## config.mk

```make
export PLATFORM = sky130hd
export DESIGN_NAME = booth_div
export DESIGN_NICKNAME = d
export VERILOG_FILES = /design/src/rtl/booth_div.sv
export SDC_FILE = /design/constraint.sdc
export NUM_CORES = 1
export LEC_CHECK = 0
export ABC_CLOCK_PERIOD_IN_PS = 4200
export CORE_AREA = 2 2 110 59
export CTS_CLUSTER_SIZE = 28
export DETAILED_ROUTE_END_ITERATION = 8
export DIE_AREA = 0 0 112 61
export GPL_ROUTABILITY_DRIVEN = 1
export PLACE_DENSITY_LB_ADDON = 0.15
export SETUP_SLACK_MARGIN = 0.1
export SLEW_MARGIN = 40
export SYNTH_ARGS = -nofsm -noshare
export SYNTH_HDL_FRONTEND = slang
export SYNTH_SLANG_ARGS = --single-unit
```

## constraint.sdc

```tcl
create_clock -name clk -period 4.2 [get_ports clk]
set_input_delay 0.84 -clock clk [delete_from_list [all_inputs] [get_ports clk]]
set_output_delay 0.84 -clock clk [all_outputs]
set_load 0.05 [all_outputs]
```

## src/rtl/booth_div.sv

```systemverilog
// Sequential signed restoring divider (one quotient bit per clock), start/busy/done handshake.
// Optional macro BOOTH_DIV_ZERO_DET_EN adds divide-by-zero detection and the div_by_zero output.
module booth_div #(
  parameter int WIDTH = 4
) (
  input  logic             clk,
  input  logic             rst,
  input  logic             start,
  input  logic [WIDTH-1:0] dividend,
  input  logic [WIDTH-1:0] divisor,
  output logic [WIDTH-1:0] quotient,
  output logic [WIDTH-1:0] remainder,
`ifdef BOOTH_DIV_ZERO_DET_EN
  output logic             div_by_zero,
`endif
  output logic             busy,
  output logic             done
);

  localparam int CW = $clog2(WIDTH + 1);
  localparam logic [WIDTH-1:0] ONE = WIDTH'(1);

  typedef enum logic [1:0] {IDLE, CALC, FIX} state_t;

  // Two's complement negate when neg is set; -2^(WIDTH-1) maps to itself.
  function automatic logic [WIDTH-1:0] cond_neg(input logic [WIDTH-1:0] v, input logic neg);
    return neg ? (~v + ONE) : v;
  endfunction

  function automatic logic [WIDTH-1:0] mag(input logic [WIDTH-1:0] v);
    return cond_neg(v, v[WIDTH-1]);
  endfunction

  state_t           state_q, state_d;
  logic [WIDTH-1:0] dvd_q, dvd_d;
  logic [WIDTH-1:0] dvs_q, dvs_d;
  logic [WIDTH:0]   prem_q, prem_d;
  logic [CW-1:0]    cnt_q, cnt_d;
  logic             sgnq_q, sgnq_d;
  logic             sgnr_q, sgnr_d;
  logic [WIDTH-1:0] quot_q, quot_d;
  logic [WIDTH-1:0] rem_q, rem_d;
  logic             busy_q, busy_d;
  logic             done_q, done_d;
`ifdef BOOTH_DIV_ZERO_DET_EN
  logic             zero_q, zero_d;
  logic             dbz_q, dbz_d;
`endif

  logic [WIDTH+1:0] shifted;
  logic [WIDTH+1:0] trial;

  // dvd_q doubles as the quotient magnitude: dividend bits shift out the top, quotient bits in the bottom.
  assign shifted = {prem_q, dvd_q[WIDTH-1]};
  assign trial   = shifted - {2'b00, dvs_q};

  always_comb begin
    state_d = state_q;
    dvd_d   = dvd_q;
    dvs_d   = dvs_q;
    prem_d  = prem_q;
    cnt_d   = cnt_q;
    sgnq_d  = sgnq_q;
    sgnr_d  = sgnr_q;
    quot_d  = quot_q;
    rem_d   = rem_q;
    busy_d  = busy_q;
    done_d  = 1'b0;
`ifdef BOOTH_DIV_ZERO_DET_EN
    zero_d  = zero_q;
    dbz_d   = dbz_q;
`endif
    case (state_q)
      IDLE: begin
        if (start) begin
          dvd_d   = mag(dividend);
          dvs_d   = mag(divisor);
          prem_d  = '0;
          cnt_d   = CW'(WIDTH);
          sgnq_d  = dividend[WIDTH-1] ^ divisor[WIDTH-1];
          sgnr_d  = dividend[WIDTH-1];
          busy_d  = 1'b1;
          state_d = CALC;
`ifdef BOOTH_DIV_ZERO_DET_EN
          dbz_d  = 1'b0;
          zero_d = (divisor == '0);
          if (divisor == '0) state_d = FIX;
`endif
        end
      end
      CALC: begin
        if (!trial[WIDTH+1]) begin
          prem_d = trial[WIDTH:0];
          dvd_d  = {dvd_q[WIDTH-2:0], 1'b1};
        end else begin
          prem_d = shifted[WIDTH:0];
          dvd_d  = {dvd_q[WIDTH-2:0], 1'b0};
        end
        cnt_d = cnt_q - CW'(1);
        if (cnt_q == CW'(1)) state_d = FIX;
      end
      FIX: begin
        quot_d  = cond_neg(dvd_q, sgnq_q);
        rem_d   = cond_neg(prem_q[WIDTH-1:0], sgnr_q);
`ifdef BOOTH_DIV_ZERO_DET_EN
        if (zero_q) begin
          quot_d = '0;
          rem_d  = cond_neg(dvd_q, sgnr_q);
        end
        dbz_d  = zero_q;
        zero_d = 1'b0;
`endif
        done_d  = 1'b1;
        busy_d  = 1'b0;
        state_d = IDLE;
      end
      default: state_d = IDLE;
    endcase
  end

  always_ff @(posedge clk or posedge rst) begin
    if (rst) begin
      state_q <= IDLE;
      dvd_q   <= '0;
      dvs_q   <= '0;
      prem_q  <= '0;
      cnt_q   <= '0;
      sgnq_q  <= 1'b0;
      sgnr_q  <= 1'b0;
      quot_q  <= '0;
      rem_q   <= '0;
      busy_q  <= 1'b0;
      done_q  <= 1'b0;
`ifdef BOOTH_DIV_ZERO_DET_EN
      zero_q  <= 1'b0;
      dbz_q   <= 1'b0;
`endif
    end else begin
      state_q <= state_d;
      dvd_q   <= dvd_d;
      dvs_q   <= dvs_d;
      prem_q  <= prem_d;
      cnt_q   <= cnt_d;
      sgnq_q  <= sgnq_d;
      sgnr_q  <= sgnr_d;
      quot_q  <= quot_d;
      rem_q   <= rem_d;
      busy_q  <= busy_d;
      done_q  <= done_d;
`ifdef BOOTH_DIV_ZERO_DET_EN
      zero_q  <= zero_d;
      dbz_q   <= dbz_d;
`endif
    end
  end

  assign quotient  = quot_q;
  assign remainder = rem_q;
  assign busy      = busy_q;
  assign done      = done_q;
`ifdef BOOTH_DIV_ZERO_DET_EN
  assign div_by_zero = dbz_q;
`endif

endmodule

```

==> results.cfg <==
[cts]
clock-root-buffer = clkbuf_16
cts_buffers = 5
post-cts-setup-buffer-count = 0
clock-sinks = 30
hold_buffers = 0
clkTransAtPathRegs_ns = 0.05
cts.repair.resized = 0
clk_path_buf_depth = 2
cts_tree = yes
clkLatencyLatePin_ns = 0.27
cts_max_level = 2

[synth]
yosysSeqAreaShare = 0.442
synth-edff-count = 0
yosys.area.top_type = dfrtp_1
synth_area_leaders = dfrtp_1 (44%), ha_1 (7.4%), mux2i_1 (4.7%)
synthArstFlopShare = 1.00
ys_warn_count = 0
synth_ff_type = dfrtp_1
synthDistinctLibCells = 42
syn_area_um2 = 1700
synthCells = 168
synth_seq_cells = 30
synth_top_cell_area_share = 0.442
synth_fp_nets = 190
syn_area_per_cell_um2 = 10.1

[grt]
antenna_found_initial = 0
grt_max_degree = 21
overflow = 0
grt_usage = 0.122
grt_pass1_wl_mm = 6.31
first_global_vias = 1238

[power]
p_seq_frac = 0.290
p_sw_mw = 0.792
swShare = 0.414
p_per_area_nw_per_um2 = 893
comb_power_share = 0.499
power.share.clock = 0.210
p_leak_nw = 0.955
vdd_drop_max_v = 0.000399
internal_power_mw = 1.12

[worst_setup_path]
reg2reg_depth = 7
criticalPathCategory = input port to register
cp.required_ns = 4.36
path_max_fanout = 13
startpoint_type = input port
crit_arrival_ns = 2.52
endpoint_kind = register

[sta]
fin_ws_ns = 1.84
finalMaxSlewViolations = 0
worst_pin_slew_ns = 0.704
finalSetupTns_ns = 0
finalSetupViolCount = 0
slew_headroom = 0.528
hold_violations = 0
period_share = 0.562
fmax_ghz = 0.424
skew_ns = 0.00631
rsz0062_at_grt = no
finalCriticalPeriod_ns = 2.36

[routing]
drtIter0Drc = 31
drcViolationCount = 0
drt-total-wl_mm = 3.65
drtPass1Iterations = 4
wl_per_cell_um = 13.6
via_per_inst = 4.62
final_antenna_net_count = 0
vias = 1238

[min_path]
whs_path_depth = 2
hp-class = register to register

[die]
dieArea_um2 = 6830
pin_count = 21
initial_core_util = 0.290
die_w_um = 112
core_um2 = 5860
fp-row-count = 20
dieHeight_um = 61

[placement]
preCtsSetupSlack_ns = 1.34
gp_congestion = 0.747
hpwlAfterDp_mm = 2.81
io_buffers = 20

[outcome]
status = completed

[final_layout]
final_common_cell = dfrtp_1
area_growth_pct = 26.3
drive_above_1_share = 0.110
final_cell_mix = dfrtp_1 (30), clkdlybuf4s50_1 (20), nand2_1 (16), o21ai_0 (16), inv_1 (15)
antenna_cells = 0
nets = 212

[flow_run]
cap_viol_max_count = 0
==> through the flow <==
step / hold slack (ns) / cell area (um^2) / util / power [mW] / std cells
floorplan: 0.450 / 1700 / - / 1.27 / 168
global route: 0.499 / 2140 / 0.366 / 2.08 / 268
finish: 0.473 / 2140 / 0.366 / 1.91 / 268
global placement: 0.463 / 1970 / 0.336 / 1.49 / 260
CTS: 0.482 / 2130 / 0.364 / 1.93 / 268
detailed placement: 0.471 / 1970 / 0.336 / 1.52 / 260
==> flip-flops by register name (all words and copies together), names as in the netlist, 2 cells and up <==
name       cells
dvd_q          4
quotient       4
dvs_q          4
cnt_q          3
state_q        2
remainder      4
prem_q         5
==> logic make-up (layout without fill, tap and decap cells) <==
kind of cell,count (synthesis),after routing,share of synthesized area
fa+ha+maj,11,11,0.0855
mux,10,10,0.0605
flops,30,30,0.442
xor+xnor,9,9,0.0465
simple gates,46,46,0.147
buf+inv,22,45,0.0546
compound gates,40,40,0.163
==> metal layers <==
layer / global-route usage / share of wire / vias up
met3: 0.0420 / 0.053 / 2
met2: 0.174 / 0.37 / 23
met4: 0.0314 / 0.0055 / 0
li1: - / - / 624
met5: 0 / 0 / -
met1: 0.177 / 0.57 / 589
==> worst paths after layout <==
check / slack, ns / end / from
worst max register to register: 2.19 / prem_q[3] / dvd_q[3]
worst max-delay path: 1.84 / dvs_q[0] / start
min in group asynchronous: 0.92 / quotient[3] / rst
worst min register to register: 0.47 / remainder[0] / remainder[0]
max in group asynchronous: 2.72 / state_q[1] / rst
worst min-delay path: 0.47 / remainder[0] / remainder[0]
==> layout make-up <==
class / instances / area (um^2)
Timing Repair Buffer: 21 / 208
Clock buffer: 5 / 125
Fill cell: 611 / 3710
Multi-Input combinational cell: 116 / 862
Inverter: 16 / 60.1
Sequential cell: 30 / 751
Tap cell: 77 / 96.3
Clock inverter: 3 / 40.0
==> power groups by stage <==
stage / sequential, mW / clock, mW / combinational, mW
after floorplan: 0.643 / 0 / 0.631
after global placement: 0.553 / 0 / 0.941
after detailed placement: 0.560 / 0 / 0.960
after CTS: 0.555 / 0.410 / 0.964
after global routing: 0.580 / 0.425 / 1.07
final: 0.556 / 0.403 / 0.956
==> synth_stat cells (2+ instances only) <==
master / instances
a21oi_1: 4
a22o_1: 2
buf_2: 2
clkbuf_1: 3
dfrtp_1: 30
ha_1: 10
inv_1: 16
mux2_2: 2
mux2i_1: 8
nand2_1: 16
nand2b_1: 4
nand3_1: 3
nor2_1: 4
nor2b_1: 8
nor3b_1: 2
nor4b_1: 3
o21ai_0: 16
o21ai_1: 2
o21bai_1: 2
o31ai_1: 2
xnor2_1: 8
==> critical path: stages <==
cell	delay [ns]
clkdlybuf4s50_1	0.55
nor2b_1	0.25
nor2b_2	0.49
mux2_2	0.39
No activity file was read; power rests on OpenSTA's default activity.
